### src/rtl/tally_pkg.sv
// Shared types and helpers for the serial minority tally.
package tally_pkg;

    typedef enum logic {
        COLLECT = 1'b0,
        DONE    = 1'b1
    } tally_state_t;

    // Minority verdict: strictly fewer than half of n voted yes.
    function automatic logic minority_of(input int unsigned count, input int unsigned n);
        return ((2 * count) < n);
    endfunction

endpackage

### src/rtl/ballot_shift_counter.sv
// Ballot index counter, ballot vector and ones accumulator for one round.
// The first accepted ballot lands in bit N-1, the last one in bit 0.
module ballot_shift_counter
    import tally_pkg::*;
#(
    parameter int N  = 5,
    parameter int CW = $clog2(N + 1)
) (
    input  logic          clock,
    input  logic          clear_i,
    input  logic          enable_i,
    input  logic          bit_i,
    output logic [N-1:0]  votes_o,
    output logic [CW-1:0] ones_o,
    output logic [CW-1:0] idx_o,
    output logic          last_o
);

    logic [N-1:0]  votes_q, votes_d;
    logic [CW-1:0] ones_q,  ones_d;
    logic [CW-1:0] idx_q,   idx_d;

    // Next-state: clear wins over a ballot write; the slot is picked by idx.
    always_comb begin
        votes_d = votes_q;
        ones_d  = ones_q;
        idx_d   = idx_q;
        if (clear_i) begin
            votes_d = '0;
            ones_d  = '0;
            idx_d   = '0;
        end else if (enable_i) begin
            for (int i = 0; i < N; i++) begin
                if (CW'(N - 1 - i) == idx_q) begin
                    votes_d[i] = bit_i;
                end
            end
            ones_d = ones_q + CW'(bit_i);
            idx_d  = idx_q + CW'(1);
        end
    end

    // Round registers.
    always_ff @(posedge clock) begin
        votes_q <= votes_d;
        ones_q  <= ones_d;
        idx_q   <= idx_d;
    end

    assign votes_o = votes_q;
    assign ones_o  = ones_q;
    assign idx_o   = idx_q;
    assign last_o  = (idx_q == CW'(N - 1));

endmodule

### src/rtl/serial_minority_tally.sv
// Serial ballot collector: gathers N ballots over a valid/ready link, then
// presents the vector, the ones count and the minority/majority verdicts
// until the consumer acknowledges or the round is aborted.
module serial_minority_tally
    import tally_pkg::*;
#(
    parameter  int N  = 5,
    localparam int CW = $clog2(N + 1)
) (
    input  logic          clock,
    input  logic          reset,
    input  logic          vote_valid,
    input  logic          vote_bit,
    output logic          vote_ready,
    input  logic          abort,
    output logic          result_valid,
    input  logic          result_ack,
    output logic [N-1:0]  votes,
    output logic [CW-1:0] ones_count,
    output logic          y,
    output logic          majority
);

    tally_state_t state_q, state_d;

    logic          accept;
    logic          clear;
    logic          last;
    logic [CW-1:0] idx;

    // Abort beats a ballot offered in the same cycle.
    assign accept = vote_valid && vote_ready && !abort;
    assign clear  = reset || abort || ((state_q == DONE) && result_ack);

    ballot_shift_counter #(
        .N  (N),
        .CW (CW)
    ) u_counter (
        .clock    (clock),
        .clear_i  (clear),
        .enable_i (accept),
        .bit_i    (vote_bit),
        .votes_o  (votes),
        .ones_o   (ones_count),
        .idx_o    (idx),
        .last_o   (last)
    );

    // State register with synchronous reset.
    always_ff @(posedge clock) begin
        if (reset) begin
            state_q <= COLLECT;
        end else begin
            state_q <= state_d;
        end
    end

    // Next-state: last accepted ballot closes the round; ack or abort reopens it.
    always_comb begin
        state_d = state_q;
        if (abort) begin
            state_d = COLLECT;
        end else begin
            case (state_q)
                COLLECT: if (accept && last) state_d = DONE;
                DONE:    if (result_ack)     state_d = COLLECT;
                default: state_d = COLLECT;
            endcase
        end
    end

    // Outputs depend only on registered state, so no input-to-handshake paths.
    always_comb begin
        vote_ready   = (state_q == COLLECT);
        result_valid = (state_q == DONE);
        y            = minority_of(int'(ones_count), N);
        majority     = ((2 * int'(ones_count)) > N);
    end

    logic unused_idx;
    assign unused_idx = ^idx;

endmodule

### config.mk
export PLATFORM = sky130hd
export DESIGN_NAME = serial_minority_tally
export DESIGN_NICKNAME = d
export VERILOG_FILES = /design/src/rtl/tally_pkg.sv /design/src/rtl/ballot_shift_counter.sv /design/src/rtl/serial_minority_tally.sv
export SDC_FILE = /design/constraint.sdc
export NUM_CORES = 1
export LEC_CHECK = 0
export CAP_MARGIN = 25
export CELL_PAD_IN_SITES_DETAIL_PLACEMENT = 1
export CELL_PAD_IN_SITES_GLOBAL_PLACEMENT = 2
export CORE_MARGIN = 2
export CORE_UTILIZATION = 29
export CTS_CLUSTER_DIAMETER = 80
export DETAILED_ROUTE_END_ITERATION = 6
export MAX_ROUTING_LAYER = met4
export PLACE_DENSITY_LB_ADDON = 0.1
export SYNTH_ARGS = -nofsm -noshare
export SYNTH_HDL_FRONTEND = slang
export SYNTH_SLANG_ARGS = --single-unit
### constraint.sdc
create_clock -name clock -period 1.97 [get_ports clock]
set_input_delay 0.394 -clock clock [delete_from_list [all_inputs] [get_ports clock]]
set_output_delay 0.394 -clock clock [all_outputs]
set_load 0.005 [all_outputs]
==> results of run 1 <==
-- worst min-delay path by stage --
stage                                 startpoint                                end  cells after the start
4_1_cts        u_counter.votes_o[3]$_SDFFE_PP0P_  u_counter.votes_o[3]$_SDFFE_PP0P_                      2
5_1_grt        u_counter.votes_o[3]$_SDFFE_PP0P_  u_counter.votes_o[3]$_SDFFE_PP0P_                      2
2_1_floorplan  u_counter.votes_o[4]$_SDFFE_PP0P_  u_counter.votes_o[4]$_SDFFE_PP0P_                      2
6_report       u_counter.votes_o[3]$_SDFFE_PP0P_  u_counter.votes_o[3]$_SDFFE_PP0P_                      2
3_3_place_gp   u_counter.votes_o[4]$_SDFFE_PP0P_  u_counter.votes_o[4]$_SDFFE_PP0P_                      2
3_5_place_dp   u_counter.votes_o[3]$_SDFFE_PP0P_  u_counter.votes_o[3]$_SDFFE_PP0P_                      2
-- cell usage in the layout, fill, tap and decap left out --
cell and count:
a211o_1 1, a211oi_1 1, a211oi_2 1, a21bo_1 1, a21oi_1 1, a21oi_2 1
a41oi_1 1, and4bb_2 1, buf_4 2, clkbuf_4 3, clkbuf_8 1, clkdlybuf4s50_1 17
dfxtp_1 12, ha_1 7, inv_1 5, mux2i_1 7, nand2_1 8, nand3_1 1
nand3_2 1, nor2_1 5, nor2_2 1, nor2b_1 1, nor3_1 1, nor3b_2 1
nor4b_2 1, xnor2_1 2
-- worst reg2reg max path, stage by stage, from the launching register on --
cell and delay (ns):
dfxtp_1 0.34, ha_1 0.19, ha_1 0.17, and4bb_2 0.23, xnor2_1 0.13, nor2_1 0.05
-- layer usage --
| layer | GRT usage [%] | up-vias |
|---|---|---|
| met5 | - | - |
| met4 | 4.05 | 0 |
| met3 | 3.57 | 4 |
| met2 | 18.2 | 13 |
| met1 | 16.1 | 221 |
| li1 | - | 256 |
-- stage by stage --
step | area, um2 | utilization (%) | cells | setup slack, ns | hold slack [ns]
finish | 872 | 43.6 | 111 | 0.238 | 0.461
global route | 872 | 43.6 | 111 | 0.130 | 0.493
CTS | 872 | 43.6 | 111 | 0.216 | 0.467
detailed placement | 836 | 41.8 | 107 | 0.190 | 0.455
global placement | 836 | 41.8 | 107 | 0.224 | 0.447
floorplan | 628 | - | 62 | 0.732 | 0.455
-- area by class of cell --
class                      count  area share [%]
inverter                       5            2.15
timing repair buffer          19            21.2
clock buffer                   4            4.16
sequential                    12            27.5
multi-input combinational     44            41.0
tap                           27            3.87
-- power by group --
part	switching, W	internal [W]
registers	0.00000343	0.000245
clock network	0.0000819	0.000112
logic	0.0000230	0.0000252
-- state kept, by name (all words and copies together), names as in the netlist --
register and flops:
u_counter.votes_o 5, u_counter.idx_o 3, u_counter.ones_o 3, result_valid 1
-- cells by family (layout without fill, tap and decap cells) --
group | after synthesis | in the layout | share of synthesized area [%]
compound gates | 7 | 7 | 9.76
xor+xnor | 2 | 2 | 2.79
mux | 7 | 7 | 11.2
simple gates | 21 | 21 | 19.3
flops | 12 | 12 | 38.2
buf+inv | 6 | 28 | 4.78
fa+ha+maj | 7 | 7 | 13.9
==> metrics.yaml, run 1 <==
grt_start_max_net_pins: 10
setup.worst_path.class: "flip-flop to primary output"
setup_tns_ns: 0
synthToLayoutAreaGrowth_pct: 38.8
drt-total-wl_mm: 1.35
ys_warn_count: 0
grt_pass1_wl_mm: 2.30
fin_crit_sh_pct: 87.9
synth_edf_count: 0
synthesis.nets: 75
p_leak_nw: 0.351
drc_errors: 0
rows: 16
layout.nets: 98
htree_num_levels: 1
drt-wirelength-per-cell_um: 12.2
synth_top_area_share_pct: 38.2
crit_path_start: "u_counter.ones_o[0]$_SDFFE_PP0P_"
dr_wl_met2_um: 591
endpoint_kind: "primary output"
rr_endpoint: "u_counter.ones_o[2]$_SDFFE_PP0P_"
layout_min_cycle_time_ns: 1.73
io_buffers: 17
top_layer_used: "met4"
cp.arrival_ns: 1.34
ctsRootBufferMaster: "clkbuf_4"
ys.flop_type: "dfxtp_1"
crit_required_ns: 1.58
vias: 494
clockBufferDepth: 2
slew_violations: 0
worstSetupStartpointType: "flip-flop"
path_max_fanout: 4
wl_met3_um: 82
seq_area_frac_synth_pct: 38.2
synth.most_common_cell: "dfxtp_1"
drv_cap: 0
dp.final_hpwl_mm: 1.09
clock-sinks: 12
dieWidth_um: 50.5
synthCells: 62
core_um2: 2000
clkTransAtPathRegs_ns: 0.08
r2r_slack_ns: 0.74
setup_viol_count_final: 0
antenna_found_initial: 0
drtIter0Drc: 0
multiInputGateArea_um2: 358
fillers: 235
power.total_w: 0.000491
numCtsBuffers: 3
drive_gt1_share_pct: 15.5
io-pin-count: 18
cts_hold_buf: 0
cp_top_family: "buffers and inverters"
crit_chain: "a21oi_1, clkdlybuf4s50_1"
netlist_top_cells_area: "dfxtp_1 (38%), ha_1 (14%), mux2i_1 (11%)"
ant_nets: 0
hold_viol_final: 0
grt_pass1_vias: 486
worstRegToRegCells: 5
outcome: "finished clean"
syn_avg_cell_area_um2: 10.1
dr.pass1.iters: 1
ys_ff_latch: 12
slowest_delay_ns: 0.53
worst_pin_slew_ns: 0.308
register_area_um2: 240
cts_setup_buffers: 0
clk_latency_ns: 0.27
crit_end: "y"
rsz0062_at_grt: "false"
wl_met1_um: 661
finalClockSkew_ns: 0.00283
overflow: 0
initial_core_util_pct: 31.4
cp.depth: 2
hold_path.class: "flip-flop to flip-flop"
max-vdd-ir-drop_v: 0.000412
drt-vias-per-instance: 4.45
fmax_mhz: 577
ctsResizeCount: 0
chipHeight_um: 50.5
async_flop_share_pct: 0
slew-limit-headroom_pct: 79.4
synth_cell_types: 23
diodes: 0
crit_path_top_delay_cell: "clkdlybuf4s50_1"
p_per_area_nw_per_um2: 563
ys_top_cells_by_count: "dfxtp_1 (12), nand2_1 (8), ha_1 (7), mux2i_1 (7)"
synth_area_um2: 628
grtUsageTotal_pct: 12.3
cp.buffers_inverters: 1
gp_congestion: 0.657
reg2reg_from: "u_counter.ones_o[0]$_SDFFE_PP0P_"
die_area_um2: 2550
cts_tree: "yes"
synth_top_cell_by_area: "dfxtp_1"
Note: power is estimated with default switching activity, not from simulation.
==> run 2, diff against run 1 <==
--- a/config.mk
+++ b/config.mk
@@ -13,7 +13,8 @@
 export CTS_CLUSTER_DIAMETER = 80
 export DETAILED_ROUTE_END_ITERATION = 6
 export MAX_ROUTING_LAYER = met4
-export PLACE_DENSITY_LB_ADDON = 0.1
+export PLACE_DENSITY_LB_ADDON = 0.12
+export SLEW_MARGIN = 25
 export SYNTH_ARGS = -nofsm -noshare
 export SYNTH_HDL_FRONTEND = slang
 export SYNTH_SLANG_ARGS = --single-unit
==> run 2 against run 1 <==
  * Sequential share of layout area rose by 0.44 points
  * Critical path type unchanged
  * Critical path depth down 1
  * Power decreased by 9.6%
  * Global-route usage up 1.0 points
==> metrics.yaml, run 2 (same netlist as run 1, synthesis figures left out) <==
setup.worst_path.class: "flip-flop to primary output"
final_area_um2: 858  # -1.6%
core_um2: 2000  # unchanged
place_area_um2: 836  # unchanged
ctsResizeCount: 0  # unchanged
path_max_fanout: 8  # +4
max-vdd-ir-drop_v: 0.000228  # -45%
initial_core_util_pct: 31.4  # unchanged
gp_congestion: 0.682  # +3.9%
final_common_cell: "clkdlybuf4s50_1"
worst_pin_slew_ns: 0.333  # +0.0243 ns
p_comb_share_pct: 11.2  # +1.4 points
dp.final_hpwl_mm: 1.05  # -3.2%
drv_cap: 0  # unchanged
switchingPower_w: 0.000103  # -5.3%
drt-vias-per-instance: 4.55  # +2.1%
crit_required_ns: 1.58  # about the same
hold_path.class: "flip-flop to flip-flop"
grt_start_max_net_pins: 10  # unchanged
crit_path_top_delay_cell: "clkdlybuf4s50_1"
io_buffers: 17  # unchanged
grt_pass1_wl_mm: 2.51  # +9.0%
seqPwrFrac_pct: 56.1  # +5.5 points
p_leak_nw: 0.344  # -2.0%
fmax_mhz: 575  # -0.47%
chipHeight_um: 50.5  # unchanged
cp.buffers_inverters: 1  # unchanged
synthToLayoutAreaGrowth_pct: 36.7
grt_pass1_vias: 523  # +7.6%
setup_viol_count_final: 0  # unchanged
vias: 500  # +1.2%
endpoint_kind: "primary output"
slew_violations: 0  # unchanged
p_per_area_nw_per_um2: 517  # -8.2%
finalClockSkew_ns: 0.000470  # -0.00236 ns
drc_errors: 0  # unchanged
layout_min_cycle_time_ns: 1.74  # +0.00822 ns
hold_viol_final: 0  # unchanged
grtUsageTotal_pct: 13.3  # +1.0 points
numCtsBuffers: 3  # unchanged
dieWidth_um: 50.5  # unchanged
drt-wirelength-per-cell_um: 12.9  # +5.6%
power.share.switching_pct: 23.1  # +1.1 points
pwr-share-clk_pct: 32.7  # -6.8 points
dr.pass1.iters: 3  # +2
cts_hold_buf: 0  # unchanged
fin_crit_sh_pct: 88.3  # +0.42 points
clk_latency_ns: 0.26  # about the same
p_int_w: 0.000341  # -11%
mostFrequentLayoutCells: "clkdlybuf4s50_1 (17), dfxtp_1 (12), nand2_1 (8)"
htree_num_levels: 1  # unchanged
rows: 16  # unchanged
ant_nets: 0  # unchanged
worstSetupStartpointType: "flip-flop"
cts_tree: "yes"
layout.nets: 98  # unchanged
clock-sinks: 12  # unchanged
outcome: "finished clean"
slowest_delay_ns: 0.57  # +0.04 ns
ctsRootBufferMaster: "clkbuf_4"
clkTransAtPathRegs_ns: 0.07  # about the same
die_area_um2: 2550  # unchanged
cp.arrival_ns: 1.35  # about the same
setup_tns_ns: 0  # unchanged
drt-total-wl_mm: 1.41  # +4.7%
largest_reg_flops: 5  # unchanged
overflow: 0  # unchanged
rsz0062_at_grt: "false"
slew-limit-headroom_pct: 77.8  # -1.6 points
io-pin-count: 18  # unchanged
cts_setup_buffers: 0  # unchanged
drtIter0Drc: 4  # +4
crit_chain: "clkdlybuf4s50_1"
cp_top_family: "buffers and inverters"
clockBufferDepth: 2  # unchanged
antenna_found_initial: 0  # unchanged
drive_gt1_share_pct: 14.5  # -1.0 points
diodes: 0  # unchanged
run 2: cell types whose count changed in the layout (fill, tap and decap cells not counted):
cell,change
clkbuf_8,-1
run 2: metal layers:
layer,vias up,share of wire (%),track usage [%]
met2,11,44,20.0
li1,255,-,-
met3,2,5.0,3.57
met5,-,0,-
met4,0,0.85,4.05
met1,232,50,17.6
run 2: through the flow:
step | worst slack, ns | util, % | hold slack [ns] | total power, W | std cells
CTS | 0.215 | 42.9 | 0.467 | 0.000454 | 110
finish | 0.230 | 42.9 | 0.463 | 0.000444 | 110
global placement | 0.223 | 41.8 | 0.448 | 0.000303 | 107
detailed placement | 0.173 | 41.8 | 0.457 | 0.000304 | 107
floorplan | 0.732 | - | 0.455 | 0.000279 | 62
global route | 0.152 | 42.9 | 0.516 | 0.000468 | 110
run 2: final cells by class:
type	count	area, um2
multi-input cells	44	358
repair buffers	19	185
clock buffers	3	22.5
inverters	5	18.8
flip-flops and latches	12	240
well taps	27	33.8
fillers	231	1140
run 2: worst paths after layout:
check,start,to,slack [ns],cells past startpoint
setup / recovery,result_valid$_SDFF_PP0_,result_valid,0.23,1
hold / removal,u_counter.votes_o[0]$_SDFFE_PP0P_,u_counter.votes_o[0]$_SDFFE_PP0P_,0.46,2
setup reg to reg,u_counter.ones_o[0]$_SDFFE_PP0P_,u_counter.ones_o[2]$_SDFFE_PP0P_,0.74,5
hold reg to reg,u_counter.votes_o[0]$_SDFFE_PP0P_,u_counter.votes_o[0]$_SDFFE_PP0P_,0.46,2
run 2: power groups by stage:
stage | Combinational [W] | Sequential [W] | Clock, W
global route | 0.0000549 | 0.000249 | 0.000164
CTS | 0.0000504 | 0.000249 | 0.000155
floorplan | 0.0000251 | 0.000254 | 0
global placement | 0.0000490 | 0.000254 | 0
finish | 0.0000497 | 0.000249 | 0.000145
detailed placement | 0.0000495 | 0.000254 | 0
